## src/rtl/mem_lsu_stage.sv

```systemverilog
// MEM-stage load/store unit: turns one load/store request into a held, lane-aligned
// data-memory transaction and returns an extracted, extended load result to WB.
module mem_lsu_stage #(
  parameter  int DATA_W = 32,
  parameter  int ADDR_W = 32,
  localparam int LANES  = DATA_W / 8,
  localparam int OFF_W  = $clog2(LANES)
) (
  input  logic              clk,
  input  logic              rst,
  input  logic              req_valid_i,
  input  logic              req_load_i,
  input  logic              req_store_i,
  input  logic [2:0]        req_funct3_i,
  input  logic [ADDR_W-1:0] req_addr_i,
  input  logic [DATA_W-1:0] req_wdata_i,
  input  logic [4:0]        req_rd_i,
  output logic              stall_o,
  output logic              dmem_read_o,
  output logic              dmem_write_o,
  output logic [ADDR_W-1:0] dmem_addr_o,
  output logic [DATA_W-1:0] dmem_wdata_o,
  output logic [LANES-1:0]  dmem_byte_en_o,
  input  logic [DATA_W-1:0] dmem_rdata_i,
  input  logic              dmem_resp_i,
  output logic              load_valid_o,
  output logic [DATA_W-1:0] load_data_o,
  output logic [4:0]        load_rd_o,
  output logic              fault_o
);

  typedef enum logic [1:0] {S_IDLE, S_BUSY, S_DONE} state_t;

  state_t            r_state, w_state_nxt;
  logic [OFF_W-1:0]  r_offset;
  logic [2:0]        r_f3;
  logic [4:0]        r_rd;

  logic              w_accept, w_illegal, w_misaligned, w_legal;
  logic [OFF_W-1:0]  w_offset;
  logic [LANES-1:0]  w_size_mask;
  logic [DATA_W-1:0] w_shifted, w_load_ext;
  logic              w_sign;

  assign w_offset = req_addr_i[OFF_W-1:0];
  assign w_accept = (r_state != S_BUSY) & req_valid_i & (req_load_i | req_store_i);

  // 011/110 are the 64-bit-only LD/LWU encodings
  assign w_illegal = ((DATA_W == 32) && (req_funct3_i == 3'b011 || req_funct3_i == 3'b110))
                   || (req_funct3_i == 3'b111)
                   || (req_store_i && req_funct3_i[2]);

  always_comb begin
    w_misaligned = 1'b0;
    w_size_mask  = LANES'(8'h01);
    case (req_funct3_i[1:0])
      2'b00: w_size_mask = LANES'(8'h01);
      2'b01: begin w_size_mask = LANES'(8'h03); w_misaligned = req_addr_i[0]; end
      2'b10: begin w_size_mask = LANES'(8'h0F); w_misaligned = |req_addr_i[1:0]; end
      default: begin w_size_mask = LANES'(8'hFF); w_misaligned = |req_addr_i[2:0]; end
    endcase
  end

  assign w_legal = ~w_illegal & ~w_misaligned;
  assign stall_o = (w_accept & w_legal) | ((r_state == S_BUSY) & ~dmem_resp_i);

  assign w_shifted = dmem_rdata_i >> {r_offset, 3'b000};

  always_comb begin
    case (r_f3[1:0])
      2'b00:   w_sign = w_shifted[7];
      2'b01:   w_sign = w_shifted[15];
      2'b10:   w_sign = w_shifted[31];
      default: w_sign = w_shifted[DATA_W-1];
    endcase
    w_sign     = w_sign & ~r_f3[2];
    w_load_ext = w_shifted;
    for (int i = 0; i < DATA_W; i++) begin
      if (i >= (8 << r_f3[1:0])) w_load_ext[i] = w_sign;
    end
  end

  always_comb begin
    w_state_nxt = r_state;
    case (r_state)
      S_BUSY:  w_state_nxt = dmem_resp_i ? S_DONE : S_BUSY;
      default: w_state_nxt = (w_accept && w_legal) ? S_BUSY : S_IDLE;
    endcase
  end

  always_ff @(posedge clk) begin
    if (rst) r_state <= S_IDLE;
    else     r_state <= w_state_nxt;
  end

  always_ff @(posedge clk) begin
    if (rst) begin
      dmem_read_o    <= 1'b0;
      dmem_write_o   <= 1'b0;
      dmem_addr_o    <= '0;
      dmem_wdata_o   <= '0;
      dmem_byte_en_o <= '0;
      load_valid_o   <= 1'b0;
      load_data_o    <= '0;
      load_rd_o      <= '0;
      fault_o        <= 1'b0;
      r_offset       <= '0;
      r_f3           <= '0;
      r_rd           <= '0;
    end else begin
      load_valid_o <= 1'b0;
      fault_o      <= 1'b0;
      if (r_state == S_BUSY) begin
        if (dmem_resp_i) begin
          dmem_read_o  <= 1'b0;
          dmem_write_o <= 1'b0;
          if (dmem_read_o) begin
            load_valid_o <= 1'b1;
            load_data_o  <= w_load_ext;
            load_rd_o    <= r_rd;
          end
        end
      end else if (w_accept) begin
        if (w_legal) begin
          dmem_read_o    <= req_load_i;
          dmem_write_o   <= req_store_i;
          dmem_addr_o    <= {req_addr_i[ADDR_W-1:OFF_W], OFF_W'(0)};
          dmem_wdata_o   <= req_wdata_i << {w_offset, 3'b000};
          dmem_byte_en_o <= w_size_mask << w_offset;
          r_offset       <= w_offset;
          r_f3           <= req_funct3_i;
          r_rd           <= req_rd_i;
        end else begin
          fault_o <= 1'b1;
        end
      end
    end
  end

endmodule

```

## config.mk

```make
export PLATFORM = sky130hd
export DESIGN_NAME = mem_lsu_stage
export DESIGN_NICKNAME = d
export VERILOG_FILES = /design/src/rtl/mem_lsu_stage.sv
export SDC_FILE = /design/constraint.sdc
export NUM_CORES = 1
export LEC_CHECK = 0
export BUFFER_PORTS_ARGS = -buffer_cell sky130_fd_sc_hd__buf_4
export CORE_MARGIN = 4
export CORE_UTILIZATION = 25
export DETAILED_ROUTE_END_ITERATION = 12
export RECOVER_POWER = 25
export SYNTH_ARGS = -nofsm -noshare
export SYNTH_HDL_FRONTEND = slang
export SYNTH_SLANG_ARGS = --single-unit
```

## constraint.sdc

```tcl
create_clock -name clk -period 1.9 [get_ports clk]
set_clock_uncertainty 0.2 [all_clocks]
set_input_delay 0.38 -clock clk [delete_from_list [all_inputs] [get_ports clk]]
set_output_delay 0.38 -clock clk [all_outputs]
set_load 0.05 [all_outputs]
```

==> results of run 1 <==
==> logic make-up after synthesis <==
kind of cell	synth area share, %
AO/OA/AOI/OAI	20.0
buffers and inverters	4.74
flip-flops	46.3
multiplexers	10.6
other	0.0729
AND/OR/NAND/NOR	18.3
==> layer usage <==
| metal | share of wire, % | vias to the layer above |
|---|---|---|
| li1 | - | 2651 |
| met1 | 42 | 2562 |
| met5 | 0 | - |
| met3 | 9.5 | 15 |
| met2 | 47 | 173 |
| met4 | 1.1 | 0 |
==> area by class of cell <==
| cell class | instances | area [um^2] |
|---|---|---|
| inverter | 2 | 7.51 |
| clock inverter | 10 | 123 |
| fill | 2013 | 11600 |
| clock buffer | 22 | 464 |
| sequential | 119 | 2390 |
| timing repair buffer | 280 | 2390 |
| multi-input combinational | 446 | 2870 |
| tap | 270 | 338 |
==> synth_stat cells <==
cell type | instances | share of area (%)
sky130_fd_sc_hd__buf_4 | 2 | 0.29
sky130_fd_sc_hd__nand2_1 | 139 | 10
sky130_fd_sc_hd__and2_1 | 1 | 0.12
sky130_fd_sc_hd__nor3_1 | 13 | 1.3
sky130_fd_sc_hd__a211oi_1 | 25 | 3.6
sky130_fd_sc_hd__inv_1 | 1 | 0.073
sky130_fd_sc_hd__o221a_2 | 1 | 0.22
sky130_fd_sc_hd__clkinv_1 | 1 | 0.073
sky130_fd_sc_hd__buf_1 | 3 | 0.22
sky130_fd_sc_hd__or4_4 | 1 | 0.22
sky130_fd_sc_hd__nor2b_1 | 6 | 0.73
sky130_fd_sc_hd__a31o_2 | 8 | 1.4
sky130_fd_sc_hd__a22oi_1 | 1 | 0.15
sky130_fd_sc_hd__nand2b_1 | 2 | 0.24
sky130_fd_sc_hd__nor4_1 | 1 | 0.12
sky130_fd_sc_hd__or3_1 | 9 | 1.1
sky130_fd_sc_hd__buf_2 | 12 | 1.2
sky130_fd_sc_hd__a221o_1 | 1 | 0.19
sky130_fd_sc_hd__mux2_2 | 18 | 3.9
sky130_fd_sc_hd__dfxtp_1 | 119 | 46
sky130_fd_sc_hd__a22o_1 | 7 | 1.2
sky130_fd_sc_hd__nor2_1 | 39 | 2.8
sky130_fd_sc_hd__nand3_1 | 4 | 0.39
sky130_fd_sc_hd__buf_6 | 1 | 0.22
sky130_fd_sc_hd__mux4_2 | 2 | 0.87
sky130_fd_sc_hd__a21oi_1 | 97 | 9.4
sky130_fd_sc_hd__o21a_1 | 1 | 0.15
sky130_fd_sc_hd__o21ai_0 | 11 | 1.1
sky130_fd_sc_hd__clkbuf_1 | 37 | 2.7
sky130_fd_sc_hd__mux2i_1 | 30 | 5.8
sky130_fd_sc_hd__o211ai_1 | 15 | 2.2
sky130_fd_sc_hd__conb_1 | 1 | 0.073
sky130_fd_sc_hd__and3_1 | 9 | 1.1
sky130_fd_sc_hd__a211o_1 | 1 | 0.17
sky130_fd_sc_hd__a211oi_2 | 1 | 0.24
==> metrics by stage <==
step | setup WS, ns | hold slack, ns | area (um^2) | total power, uW | util, %
floorplan | -0.257 | 0.232 | 5350 | 3240 | -
detailed placement | -0.480 | 0.247 | 7360 | 3680 | 36.4
global route | -0.325 | 0.00894 | 8590 | 7230 | 42.4
global placement | -0.465 | 0.240 | 7360 | 3680 | 36.4
CTS | -0.323 | 0.00000322 | 8070 | 6900 | 39.9
finish | -0.297 | 0.0226 | 8590 | 6940 | 42.4
==> how the worst min path moves through the flow <==
stage / cells after the start / startpoint / to
floorplan: 2 / r_rd[0]$_SDFFE_PP0P_ / load_rd_o[0]$_SDFFE_PP0P_
global placement: 2 / dmem_addr_o[11]$_SDFFE_PP0P_ / dmem_addr_o[11]$_SDFFE_PP0P_
detailed placement: 2 / dmem_addr_o[23]$_SDFFE_PP0P_ / dmem_addr_o[23]$_SDFFE_PP0P_
CTS: 3 / req_addr_i[19] / dmem_addr_o[19]$_SDFFE_PP0P_
global route: 3 / req_addr_i[2] / dmem_addr_o[2]$_SDFFE_PP0P_
finish: 3 / req_addr_i[11] / dmem_addr_o[11]$_SDFFE_PP0P_
==> report_power, final <==
part / leakage, uW / switching, uW / internal [uW]
sequential: 0.000964 / 39.9 / 2560
clock: 0.000277 / 1160 / 2010
combinational: 0.00233 / 663 / 508
==> sequential cells by signal, summed over array words and instances, names as in the netlist <==
signal	cells
r_state	2
dmem_wdata_o	32
dmem_addr_o	30
load_valid_o	1
dmem_write_o	1
dmem_read_o	1
load_data_o	32
fault_o	1
r_f3	3
load_rd_o	5
r_rd	5
r_offset	2
dmem_byte_en_o	4
==> timing repair <==
item	in CTS	in global routing
endpoints found under the setup margin	9	69
pin swaps	2	14
endpoints found under the hold margin	9	0
gates resized for setup	6	71
gates cloned	0	8
hold buffers	9	0
buffers inserted	1	10
==> critical path, cell delays in order <==
cell	delay [ns]
sky130_fd_sc_hd__buf_6	0.09
sky130_fd_sc_hd__or4_4	0.53
sky130_fd_sc_hd__a211o_4	0.36
sky130_fd_sc_hd__o21ai_4	0.07
sky130_fd_sc_hd__buf_6	0.17
==> Implementation_results.wiki, run 1 <==
{| class="wikitable"
! Metric !! Value
|-
| Via count of the first global-routing pass || 5216
|-
| Min-Delay Path Class || input port to flop
|-
| Hold Vio Cnt, Final || 0
|-
| Vias after detailed routing || roughly 5400
|-
| Mapped Cells || 620
|-
| Min cycle time layout || 2.20 ns
|-
| Clock tree from TritonCTS || built
|-
| Category of the most critical setup path || input port to output port
|-
| Diodes inserted || 0
|-
| Highest attainable clock frequency || approximately 460 MHz
|-
| Number of primary I/O pins || 220
|-
| Floorplan core area || 0.0202 mm^2
|-
| Violation count after the first detailed-routing iteration || roughly 220
|-
| Transition time of the tightest slew-check pin || around 0.63 ns
|-
| Cell Count, Final, Fillers Out || 1149
|-
| Launching element type of the critical path || input port
|-
| Largest net degree at the start of global routing || 51
|-
| Worst R2R End || dmem_wdata_o[12]$_SDFFE_PP0P_
|-
| Power per cell area || slightly above 800 mW/mm^2
|-
| Data arrival at the endpoint of the critical path || 1.62 ns
|-
| DRC Markers || 0
|-
| CP Max Fanout || 2
|-
| Met1 layer usage reported by global route || 18.8%
|-
| Most common cell after layout, fill and taps aside || sky130_fd_sc_hd__buf_4
|-
| Max-Cap Viols || 0
|-
| Post-Syn Area || between 0.005 and 0.006 mm^2
|-
| Global-route wire length before repair || 27700 um
|-
| GRT Overall Usage || 15.4%
|-
| Required arrival time at the worst endpoint || 1.32 ns
|-
| Detail Route Antenna Nets || 0
|-
| Worst vdd rail ir drop || 0.534 mV
|-
| Port bufs || 217
|-
| Horizontal die dimension || 151 um
|-
| Placed Cells || roughly 1100
|-
| Highest-count cells in the layout ignoring fill and taps || sky130_fd_sc_hd__buf_4 (245), sky130_fd_sc_hd__nand2_1 (132), sky130_fd_sc_hd__dfxtp_1 (118), sky130_fd_sc_hd__a21oi_1 (78), sky130_fd_sc_hd__nor2_1 (39)
|-
| Worst skew pair latency || 0.40 ns
|-
| Total routed wirelength || 19100 um
|-
| Sequential fraction of the synthesis area || between 40 and 50%
|-
| Distinct cells, synth || 35
|-
| Count of state elements after synthesis || approximately 120
|-
| Number of failing setup endpoints in the final timing report || 87
|-
| Worst Setup Slack, final || -0.297 ns
|-
| Final Max Slew Viols || 0
|-
| Worst R2R Start || r_state[0]$_SDFF_PP0_
|-
| Sinks on the clock net || about 120
|-
| Total congestion overflow || 0
|-
| Avg WL per Cell || 16.7 um
|-
| Critical path launch point || req_funct3_i[2]
|-
| GPL Wtd Cong || a little under 0.8
|-
| Crit path capture type || output port
|-
| Unrepaired setup endpoints after global routing || yes
|-
| Final cycle utilization of the critical path || 116%
|-
| CTS root buffer || sky130_fd_sc_hd__clkbuf_16
|-
| Number of cells traversed by the worst register-to-register path || 8
|-
| Half-perimeter wire length of the detailed placement result || 13100 um
|-
| Result of the run || finished, violations left
|-
| Setup TNS after final layout || -7.59 ns
|-
| Final nets || approximately 980
|-
| Grt met3 use || 6.96%
|-
| Initial antenna violation count || 0
|-
| Drt pass-1 iters || 5
|-
| Effective utilization at floorplan || between 20% and 30%
|-
| Max Buffers Root-to-Sink || 2
|-
| Average cell area after synthesis || 8.30 um^2
|-
| R2R Setup Slk || -0.17 ns
|-
| Layout cell share with drive strength beyond 1 || 44.0%
|-
| Mean number of vias per cell || 4.70
|-
| Static leakage || 0.00357 uW
|-
| Vertical die dimension || about 150 um
|-
| End of the critical path || stall_o
|-
| Area growth syn-to-layout || 66.8%
|-
| Tightest slew margin relative to the limit || 58.0%
|-
| H-tree levels || 4
|-
| Number of rows in the core area || 52
|-
| Yosys warning total || 0
|-
| Area of the die || around 0.023 mm^2
|-
| Num CTS Buffers || 17
|-
| Failing checks || negative setup slack
|-
| Clock input transition at the sequential cells of the worst setup and hold paths || roughly 0.050 ns
|-
| Met2 track demand over resource || 24.6%
|-
| Most congested layer reported by global routing || met2
|}
No activity file was read; power rests on OpenSTA's default activity.
==> inputs of run 2 (changes only) <==
Settings changed: PLACE_DENSITY_LB_ADDON from default to 0.3.
==> Implementation_results.wiki, run 2 (synthesized netlist as in run 1, its figures left out) <==
{| class="wikitable"
! Metric !! Value
|-
| Data arrival at the endpoint of the critical path || 1.63 ns
|-
| Num CTS Buffers || 17
|-
| Diodes inserted || 0
|-
| Transition time of the tightest slew-check pin || approximately 1 ns
|-
| GRT Overall Usage || about 16%
|-
| Highest-count cells in the layout ignoring fill and taps || sky130_fd_sc_hd__buf_4 (252), sky130_fd_sc_hd__nand2_1 (133), sky130_fd_sc_hd__dfxtp_1 (118), sky130_fd_sc_hd__a21oi_1 (91), sky130_fd_sc_hd__nor2_1 (39)
|-
| Static leakage || 0.00365 uW
|-
| Cell Count, Final, Fillers Out || 1154
|-
| Hold Vio Cnt, Final || 0
|-
| Area growth syn-to-layout || 67.9%
|-
| Share of power burned in the clock network || 49.0%
|-
| Min-Delay Path Class || input port to flop
|-
| DRC Markers || 0
|-
| Result of the run || finished, violations left
|-
| Mean number of vias per cell || between 4 and 5
|-
| WHS || 0.0261 ns
|-
| Unrepaired setup endpoints after global routing || yes
|-
| R2R Setup Slk || -0.19 ns
|-
| Internal power contribution || 5510 uW
|-
| Final cycle utilization of the critical path || 116%
|-
| Worst R2R Start || r_state[0]$_SDFF_PP0_
|-
| Launching element type of the critical path || input port
|-
| Crit path capture type || output port
|-
| Category of the most critical setup path || input port to output port
|-
| Max Buffers Root-to-Sink || 2
|-
| Highest attainable clock frequency || 453 MHz
|-
| Drt pass-1 iters || 4
|-
| Relative contribution of sequential cells to total power || 35.2%
|-
| Min cycle time layout || 2.21 ns
|-
| Power per cell area || 855 mW/mm^2
|-
| Most common cell after layout, fill and taps aside || sky130_fd_sc_hd__buf_4
|-
| Vertical die dimension || between 150 and 200 um
|-
| Hold depth || 3
|-
| Final nets || 981
|-
| Port bufs || about 220
|-
| Clock tree from TritonCTS || built
|-
| Vias after detailed routing || 5365
|-
| Final Max Slew Viols || 0
|-
| Horizontal die dimension || ~150 um
|-
| Largest net degree at the start of global routing || 58
|-
| Initial antenna violation count || 0
|-
| Worst skew pair latency || 0.40 ns
|-
| Switching power as a share of total power || roughly a quarter
|-
| Area of the die || 0.0229 mm^2
|-
| Tightest slew margin relative to the limit || between 30 and 40%
|-
| Clock input transition at the sequential cells of the worst setup and hold paths || approximately 0.050 ns
|-
| Detail Route Antenna Nets || 0
|-
| Violation count after the first detailed-routing iteration || 261
|-
| Number of failing setup endpoints in the final timing report || 85
|-
| Number of primary I/O pins || 220
|-
| Source of the worst hold timing path || req_addr_i[5]
|-
| Number of rows in the core area || 52
|-
| Sinks on the clock net || 119
|-
| Via count of the first global-routing pass || 5324
|-
| Filler instances || between 1500 and 2000
|-
| Global-route wire length before repair || 28200 um
|-
| Pre-CTS WS || -0.493 ns
|-
| Placed Cells || around 1100
|-
| Max-Cap Viols || 0
|-
| Switching Power || approximately 1900 uW
|-
| Floorplan core area || approximately 0.020 mm^2
|-
| CP Max Fanout || 2
|-
| Avg WL per Cell || 16.2 um
|-
| Logic gate share of total power || 15.8%
|-
| Half-perimeter wire length of the detailed placement result || 13000 um
|-
| Required arrival time at the worst endpoint || 1.32 ns
|-
| Largest registers || dmem_wdata_o x32, load_data_o x32, dmem_addr_o x30
|-
| Worst R2R End || dmem_wdata_o[15]$_SDFFE_PP0P_
|-
| Failing checks || negative setup slack
|-
| Layout cell share with drive strength beyond 1 || a little over two fifths
|-
| Worst Setup Slack, final || -0.307 ns
|-
| GPL Wtd Cong || 0.759
|-
| H-tree levels || 4
|-
| Final standard cell utilization of the core || 42.7%
|-
| Total congestion overflow || 0
|-
| Hold endpoint || dmem_addr_o[5]$_SDFFE_PP0P_
|-
| Total routed wirelength || 18700 um
|-
| Worst vdd rail ir drop || 0.553 mV
|-
| CTS root buffer || sky130_fd_sc_hd__clkbuf_16
|-
| Number of cells traversed by the worst register-to-register path || 8
|-
| Effective utilization at floorplan || approximately a quarter
|}
[run 2: cell types whose count changed in the layout (fill, tap and decap cells not counted), sizes merged]
cell | before | now
clkinv | 6 | 4
buf | 265 | 273
bufinv | 2 | 5
clkbuf | 28 | 24
[run 2: metal layers]
layer  part of all wire (%)  GRT usage [%]
met5                      0              0
met2                     48           25.2
met3                    9.8           7.08
met4                    1.8           4.54
met1                     41           19.0
[run 2: final cells by class]
cell class / count / area (um^2) / share of cell area [%]
Clock buffer: 21 / 470 / 5.44
Clock inverter: 11 / 195 / 2.26
Inverter: 2 / 7.51 / 0.0869
Multi-Input combinational cell: 446 / 2820 / 32.6
Sequential cell: 119 / 2390 / 27.6
Tap cell: 270 / 338 / 3.91
Timing Repair Buffer: 285 / 2430 / 28.1
[run 2: through the flow]
| stage | power (uW) | setup TNS, ns | instance area [um^2] |
|---|---|---|---|
| floorplan | 3240 | -9.27 | 5350 |
| global route | 7700 | -12.83 | 8640 |
| finish | 7390 | -12.83 | 8640 |
| detailed placement | 3700 | -32.84 | 7430 |
| global placement | 3700 | -31.33 | 7430 |
| CTS | 7420 | -7.65 | 8360 |
[run 2: what timing repair did]
item,CTS,global route
endpoints found under the hold margin,7,2
gates cloned,1,5
setup endpoints to repair,19,94
buffers inserted,7,2
resized for setup,25,37
pin swaps,8,8
hold buffers,7,2
[run 2: worst max-delay path: stages]
cell and delay [ns]:
sky130_fd_sc_hd__buf_6 0.09, sky130_fd_sc_hd__or4_4 0.53, sky130_fd_sc_hd__a211o_4 0.38, sky130_fd_sc_hd__o21ai_4 0.08, sky130_fd_sc_hd__buf_8 0.16
[run 2: power groups by stage]
stage          sequential (uW)  clock [uW]  combinational, uW
4_1_cts                   2600        3720               1100
3_3_place_gp              2660           0               1040
2_1_floorplan             2850           0                394
5_1_grt                   2610        3840               1250
6_report                  2600        3620               1170
3_5_place_dp              2660           0               1040
[run 2: how the worst max path moves through the flow]
stage	slack, ns	endpoint	from
2_1_floorplan	-0.26	stall_o	req_funct3_i[2]
3_3_place_gp	-0.46	dmem_wdata_o[18]$_SDFFE_PP0P_	req_funct3_i[2]
3_5_place_dp	-0.49	dmem_wdata_o[20]$_SDFFE_PP0P_	req_funct3_i[2]
4_1_cts	-0.31	stall_o	req_addr_i[1]
5_1_grt	-0.32	stall_o	req_addr_i[1]
6_report	-0.31	stall_o	req_addr_i[1]
